File: config.mk
export PLATFORM = sky130hd
export DESIGN_NAME = div_seq_flat
export DESIGN_NICKNAME = d
export VERILOG_FILES = /design/src/rtl/div_pkg.sv /design/src/rtl/div_seq_if.sv /design/src/rtl/div_step.sv /design/src/rtl/div_seq.sv /design/src/flat_wrapper.sv
export SDC_FILE = /design/constraint.sdc
export NUM_CORES = 1
export LEC_CHECK = 0
export ABC_AREA = 0
export CAP_MARGIN = 20
export CORE_UTILIZATION = 25
export CTS_BUF_LIST = sky130_fd_sc_hd__clkbuf_4
export CTS_CLUSTER_DIAMETER = 40
export DETAILED_ROUTE_END_ITERATION = 6
export GPL_TIMING_DRIVEN = 1
export PLACE_DENSITY_LB_ADDON = 0.25
export SYNTH_ARGS = -nofsm -noshare
export SYNTH_HDL_FRONTEND = slang
export SYNTH_HIERARCHICAL = 1
export SYNTH_SLANG_ARGS = --single-unit
File: constraint.sdc
create_clock -name clk -period 4.4 [get_ports clk]
set_input_delay 0.44 -clock clk [delete_from_list [all_inputs] [get_ports clk]]
set_output_delay 0.44 -clock clk [all_outputs]
set_load 0.01 [all_outputs]
File: src/rtl/div_pkg.sv
// div_pkg: shared state encodings and sizing helper for sequential arithmetic blocks
package div_pkg;
  localparam logic [1:0] IDLE = 2'd0;
  localparam logic [1:0] CALC = 2'd1;
  localparam logic [1:0] DONE = 2'd2;
  typedef enum logic [1:0] {ST_IDLE = IDLE, ST_CALC = CALC, ST_DONE = DONE} state_e;
  function automatic int cnt_w(input int n);
    return $clog2(n);
  endfunction
endpackage

File: src/rtl/div_seq_if.sv
// div_seq_if: request/result bundle of div_seq; div_zero exists only with DIV_SEQ_ZERO_FLAG_EN
interface div_seq_if #(parameter int N = 8);
  logic         start;
  logic [N-1:0] dividend;
  logic [N-1:0] divisor;
  logic         busy;
  logic         done;
  logic [N-1:0] quotient;
  logic [N-1:0] remainder;
`ifdef DIV_SEQ_ZERO_FLAG_EN
  logic         div_zero;
  modport master (output start, dividend, divisor, input busy, done, quotient, remainder, div_zero);
  modport slave (input start, dividend, divisor, output busy, done, quotient, remainder, div_zero);
`else
  modport master (output start, dividend, divisor, input busy, done, quotient, remainder);
  modport slave (input start, dividend, divisor, output busy, done, quotient, remainder);
`endif
endinterface

File: src/rtl/div_step.sv
// div_step: one restoring step -- shift in a dividend bit, trial-subtract, keep or restore
module div_step #(parameter int N = 8) (
  input  logic [N-1:0] rem_i,
  input  logic         bit_i,
  input  logic [N-1:0] div_i,
  output logic [N-1:0] rem_o,
  output logic         q_o
);
  logic [N:0] sh, trial;
  assign sh    = {rem_i, bit_i};
  assign trial = sh - {1'b0, div_i};
  assign q_o   = sh >= {1'b0, div_i};
  assign rem_o = q_o ? trial[N-1:0] : sh[N-1:0];
endmodule

File: src/rtl/div_seq.sv
// div_seq: N-step restoring unsigned divider; DIV_SEQ_ZERO_FLAG_EN adds a fast zero-divisor path with div_zero
module div_seq import div_pkg::*; #(parameter int N = 8) (
  input logic     clk,
  input logic     rst_n,
  div_seq_if.slave bus
);
  localparam int CW = cnt_w(N);
  state_e        state_q, state_d;
  logic [CW-1:0] cnt_q, cnt_d;
  logic [N-1:0]  dvd_q, dvd_d, dvs_q, dvs_d, rem_q, rem_d, quo_q, quo_d, res_q, res_d;
  logic [N-1:0]  step_rem;
  logic          step_q, zero, last;
`ifdef DIV_SEQ_ZERO_FLAG_EN
  logic          dz_q, dz_d;
  assign zero = dvs_q == '0;
  assign bus.div_zero = dz_q;
`else
  assign zero = 1'b0;
`endif
  assign last      = zero || cnt_q == CW'(N - 1);
  assign bus.busy  = state_q == ST_CALC;
  assign bus.done  = state_q == ST_DONE;
  assign bus.quotient  = quo_q;
  assign bus.remainder = res_q;
  div_step #(.N(N)) u_step (.rem_i(rem_q), .bit_i(dvd_q[N-1]), .div_i(dvs_q), .rem_o(step_rem), .q_o(step_q));
  // next state: accept in IDLE, one step per edge in CALC (quotient bits shift into the dividend register), one-cycle DONE
  always_comb begin
    state_d = state_q;
    cnt_d   = cnt_q;
    dvd_d   = dvd_q;
    dvs_d   = dvs_q;
    rem_d   = rem_q;
    quo_d   = quo_q;
    res_d   = res_q;
`ifdef DIV_SEQ_ZERO_FLAG_EN
    dz_d    = dz_q;
`endif
    case (state_q)
      ST_IDLE: if (bus.start) begin
        state_d = ST_CALC;
        dvd_d   = bus.dividend;
        dvs_d   = bus.divisor;
        rem_d   = '0;
        cnt_d   = '0;
      end
      ST_CALC: begin
        dvd_d = {dvd_q[N-2:0], step_q};
        rem_d = step_rem;
        cnt_d = cnt_q + 1'b1;
        if (last) begin
          state_d = ST_DONE;
          quo_d   = zero ? '1 : {dvd_q[N-2:0], step_q};
          res_d   = zero ? dvd_q : step_rem;
`ifdef DIV_SEQ_ZERO_FLAG_EN
          dz_d    = zero;
`endif
        end
      end
      default: state_d = ST_IDLE;
    endcase
  end
  // state and datapath registers, all cleared by reset
  always_ff @(posedge clk or negedge rst_n) begin
    if (!rst_n) begin
      state_q <= ST_IDLE;
      cnt_q   <= '0;
      dvd_q   <= '0;
      dvs_q   <= '0;
      rem_q   <= '0;
      quo_q   <= '0;
      res_q   <= '0;
`ifdef DIV_SEQ_ZERO_FLAG_EN
      dz_q    <= 1'b0;
`endif
    end else begin
      state_q <= state_d;
      cnt_q   <= cnt_d;
      dvd_q   <= dvd_d;
      dvs_q   <= dvs_d;
      rem_q   <= rem_d;
      quo_q   <= quo_d;
      res_q   <= res_d;
`ifdef DIV_SEQ_ZERO_FLAG_EN
      dz_q    <= dz_d;
`endif
    end
  end
endmodule

File: src/flat_wrapper.sv
// flat-port wrapper written by rule: the top's interface ports become plain ports
module div_seq_flat import div_pkg::*;
#(parameter int N = 8)
  (clk, rst_n, bus_start, bus_dividend, bus_divisor, bus_busy, bus_done, bus_quotient, bus_remainder);
  div_seq_if #(.N(N)) bus_i ();
  input logic clk;
  input logic rst_n;
  input wire logic [$bits(bus_i.start)-1:0] bus_start;
  input wire logic [$bits(bus_i.dividend)-1:0] bus_dividend;
  input wire logic [$bits(bus_i.divisor)-1:0] bus_divisor;
  output wire logic [$bits(bus_i.busy)-1:0] bus_busy;
  output wire logic [$bits(bus_i.done)-1:0] bus_done;
  output wire logic [$bits(bus_i.quotient)-1:0] bus_quotient;
  output wire logic [$bits(bus_i.remainder)-1:0] bus_remainder;
  assign bus_i.start = bus_start;
  assign bus_i.dividend = bus_dividend;
  assign bus_i.divisor = bus_divisor;
  assign bus_busy = bus_i.busy;
  assign bus_done = bus_i.done;
  assign bus_quotient = bus_i.quotient;
  assign bus_remainder = bus_i.remainder;
  div_seq #(.N(N)) u_core (.clk(clk), .rst_n(rst_n), .bus(bus_i));
endmodule
==> impl_metrics.json <==
{
  "max_slew_margin": 0.526,
  "fmax_mhz": 376,
  "worst_setup_path_start_kind": "register",
  "first_pass_iters": 4,
  "clk_pin_slew_ns": 0.13,
  "final_cells": 359,
  "hold_buffers": 0,
  "nNetsFinal": 259,
  "place_congestion": 0.717,
  "cts.sinks": 45,
  "avgSynthCellArea_um2": 12.6,
  "grt_max_degree": 46,
  "synth.area.top_cells": "dfrtp_1 (46%), mux2_4 (9.2%), mux2_2 (7.4%)",
  "yosys-top-cells-count": "dfrtp_1 (45), inv_1 (21), mux2_2 (16), mux2_4 (15)",
  "cts_tree": "yes",
  "groute.usage.overall": 0.109,
  "nFillCells": 991,
  "crit_chain": "ha_1, a21o_1, a2111oi_2, o21a_1, mux2_4, mux2_4",
  "numCtsBuffers": 5,
  "power.leakage_nw": 1.33,
  "yosys.area.top_type_share": 0.460,
  "cpMostUsedCell": "mux2_4",
  "io_pins": 37,
  "syn-cell-area_um2": 2450,
  "drt_wl_total_um": 5100,
  "grt_first_pass_wirelength_um": 8460,
  "cap_viol_max_count": 0,
  "netlist_instances": 194,
  "synthDistinctLibCells": 41,
  "power.density_nw_per_um2": 857,
  "synth.most_common_cell": "dfrtp_1",
  "antenna_found_initial": 0,
  "io_buffer_count": 36,
  "cts_setup_buffers": 0,
  "cpPeakStageDelay_ns": 0.54,
  "finalClockSkew_ns": 0.00595,
  "fin_crit_ns": 2.66,
  "htree_levels": 2,
  "wl_per_cell_um": 14.2,
  "cts_root_buffer": "clkbuf_4",
  "r2r_start": "u_core/rem_q[5]",
  "drt_iter0_drc": 54,
  "num_rows": 35,
  "dpl.hpwl_um": 3520,
  "clk_latency_ns": 0.36,
  "async_flop_share": 1.00,
  "hold_class": "input pin to async pin",
  "arrival_ns": 2.91,
  "dieArea_um2": 10200,
  "syn2layout_area_growth_pct": 22.1,
  "critPathCaptureType": "register",
  "tns_ns": 0,
  "critPathMaxFanout": 9,
  "drive_above_1_share": 0.213,
  "crit_slowest_cell": "o21a_1",
  "grt_overflow": 0,
  "yosysTopAreaCell": "dfrtp_1",
  "ys_warn_count": 6,
  "ant_nets": 0,
  "hold_ws_ns": 0.0254,
  "syn_nets": 224,
  "critPathLaunch": "u_core/rem_q[5]",
  "initial_core_util": 0.261,
  "insertedDiodeCount": 0,
  "required_ns": 4.65,
  "core_area_um2": 9370,
  "outcome": "finished clean",
  "ctsResizeCount": 0,
  "clock_path_buffers": 2,
  "die_w_um": 101,
  "grt_pass1_vias": 1672,
  "place_inst": 350,
  "ir_drop_mv": 0.238,
  "rsz0062_at_grt": "false",
  "ys_ff_latch": 45,
  "synth_edf_count": 0,
  "setup_violations": 0,
  "ys.flop_type": "dfrtp_1",
  "route.detailed.drc": 0,
  "slew_viol_final": 0,
  "criticalPathCategory": "register to register",
  "num_vias": 1585,
  "yosysSeqAreaShare": 0.460,
  "tightest_slew_ns": 0.712,
  "hold_violations": 0,
  "period_share": 0.604,
  "viasPerCell": 4.42,
  "die_h_um": 101
}
[area by class of cell]
| type | instances | area [µm²] | area share |
|---|---|---|---|
| Inverter | 21 | 78.8 | 0.0264 |
| Clock buffer | 6 | 45.0 | 0.0151 |
| Multi-Input combinational cell | 118 | 1160 | 0.388 |
| Timing Repair Buffer | 38 | 383 | 0.128 |
| Sequential cell | 45 | 1130 | 0.377 |
| Clock inverter | 2 | 33.8 | 0.0113 |
| Tap cell | 129 | 161 | 0.0540 |
[worst paths after layout]
check | end | cells past startpoint | slack [ns]
worst max-delay path | u_core/bus.remainder[5] | 6 | 1.74
worst min-delay path | u_core/bus.quotient[2] | 1 | 0.03
worst max register to register | u_core/bus.remainder[5] | 6 | 1.74
worst min register to register | u_core/cnt_q[1] | 1 | 0.52
max in group asynchronous | u_core/rem_q[4] | 2 | 3.86
min in group clk | u_core/cnt_q[1] | 1 | 0.52
[power breakdown]
part	internal, W	switching, W
combinational	0.000855	0.000660
clock	0.000125	0.000135
sequential	0.000620	0.000166
total	0.00160	0.000961
[flip-flops by register name, indices dropped and copies added, names as in the netlist]
signal                cells
u_core/bus.quotient       8
u_core/bus.remainder      8
u_core/dvd_q              8
u_core/dvs_q              8
u_core/rem_q              8
u_core/cnt_q              3
u_core/state_q            2
[layer usage]
metal  wire length (µm)  GRT usage  vias to the layer above  part of all wire
met2               2390      0.171                       20              0.47
met4                 82     0.0401                        0             0.016
met3                119     0.0236                        6             0.023
met5                  0          0                        -                 0
met1               2520      0.149                      786              0.49
li1                   -          -                      773                 -
[logic make-up after synthesis]
| logic type | after synthesis | synth area share |
|---|---|---|
| adders and majority gates | 11 | 0.0593 |
| AOI/OAI and AO/OA | 37 | 0.128 |
| buffers and inverters | 31 | 0.0659 |
| and+or+nand+nor | 34 | 0.102 |
| DFF | 45 | 0.460 |
| xor gates and xnor gates | 3 | 0.0107 |
| muxes | 33 | 0.174 |
[placed cells by master (no fill, tap or decap), drive strengths merged, types with 4 or more instances in the layout]
cell	instances
nor2	4
mux2	31
nor3b	7
dfrtp	45
nor4b	8
inv	21
clkbuf	6
nand2b	4
a22o	10
a211oi	7
clkdlybuf4s50	35
ha	10
[worst max-delay path, delay by kind of cell, from the launching register on]
family	cells	cell delay (ns)
AO/OA/AOI/OAI	3	1.15
adder cells (fa/ha/maj)	1	0.38
flip-flops	1	0.42
multiplexers	2	0.61
[metrics by stage]
step / instance area (µm²) / util / total power, W / worst slack, ns
after floorplan: 2450 / - / 0.00195 / 2.11
after global placement: 2890 / 0.308 / 0.00230 / 1.81
after detailed placement: 2890 / 0.308 / 0.00231 / 1.76
after CTS: 2970 / 0.317 / 0.00259 / 1.75
after global routing: 2990 / 0.319 / 0.00278 / 1.65
final: 2990 / 0.319 / 0.00256 / 1.74
Note: power is estimated with default switching activity, not from simulation.
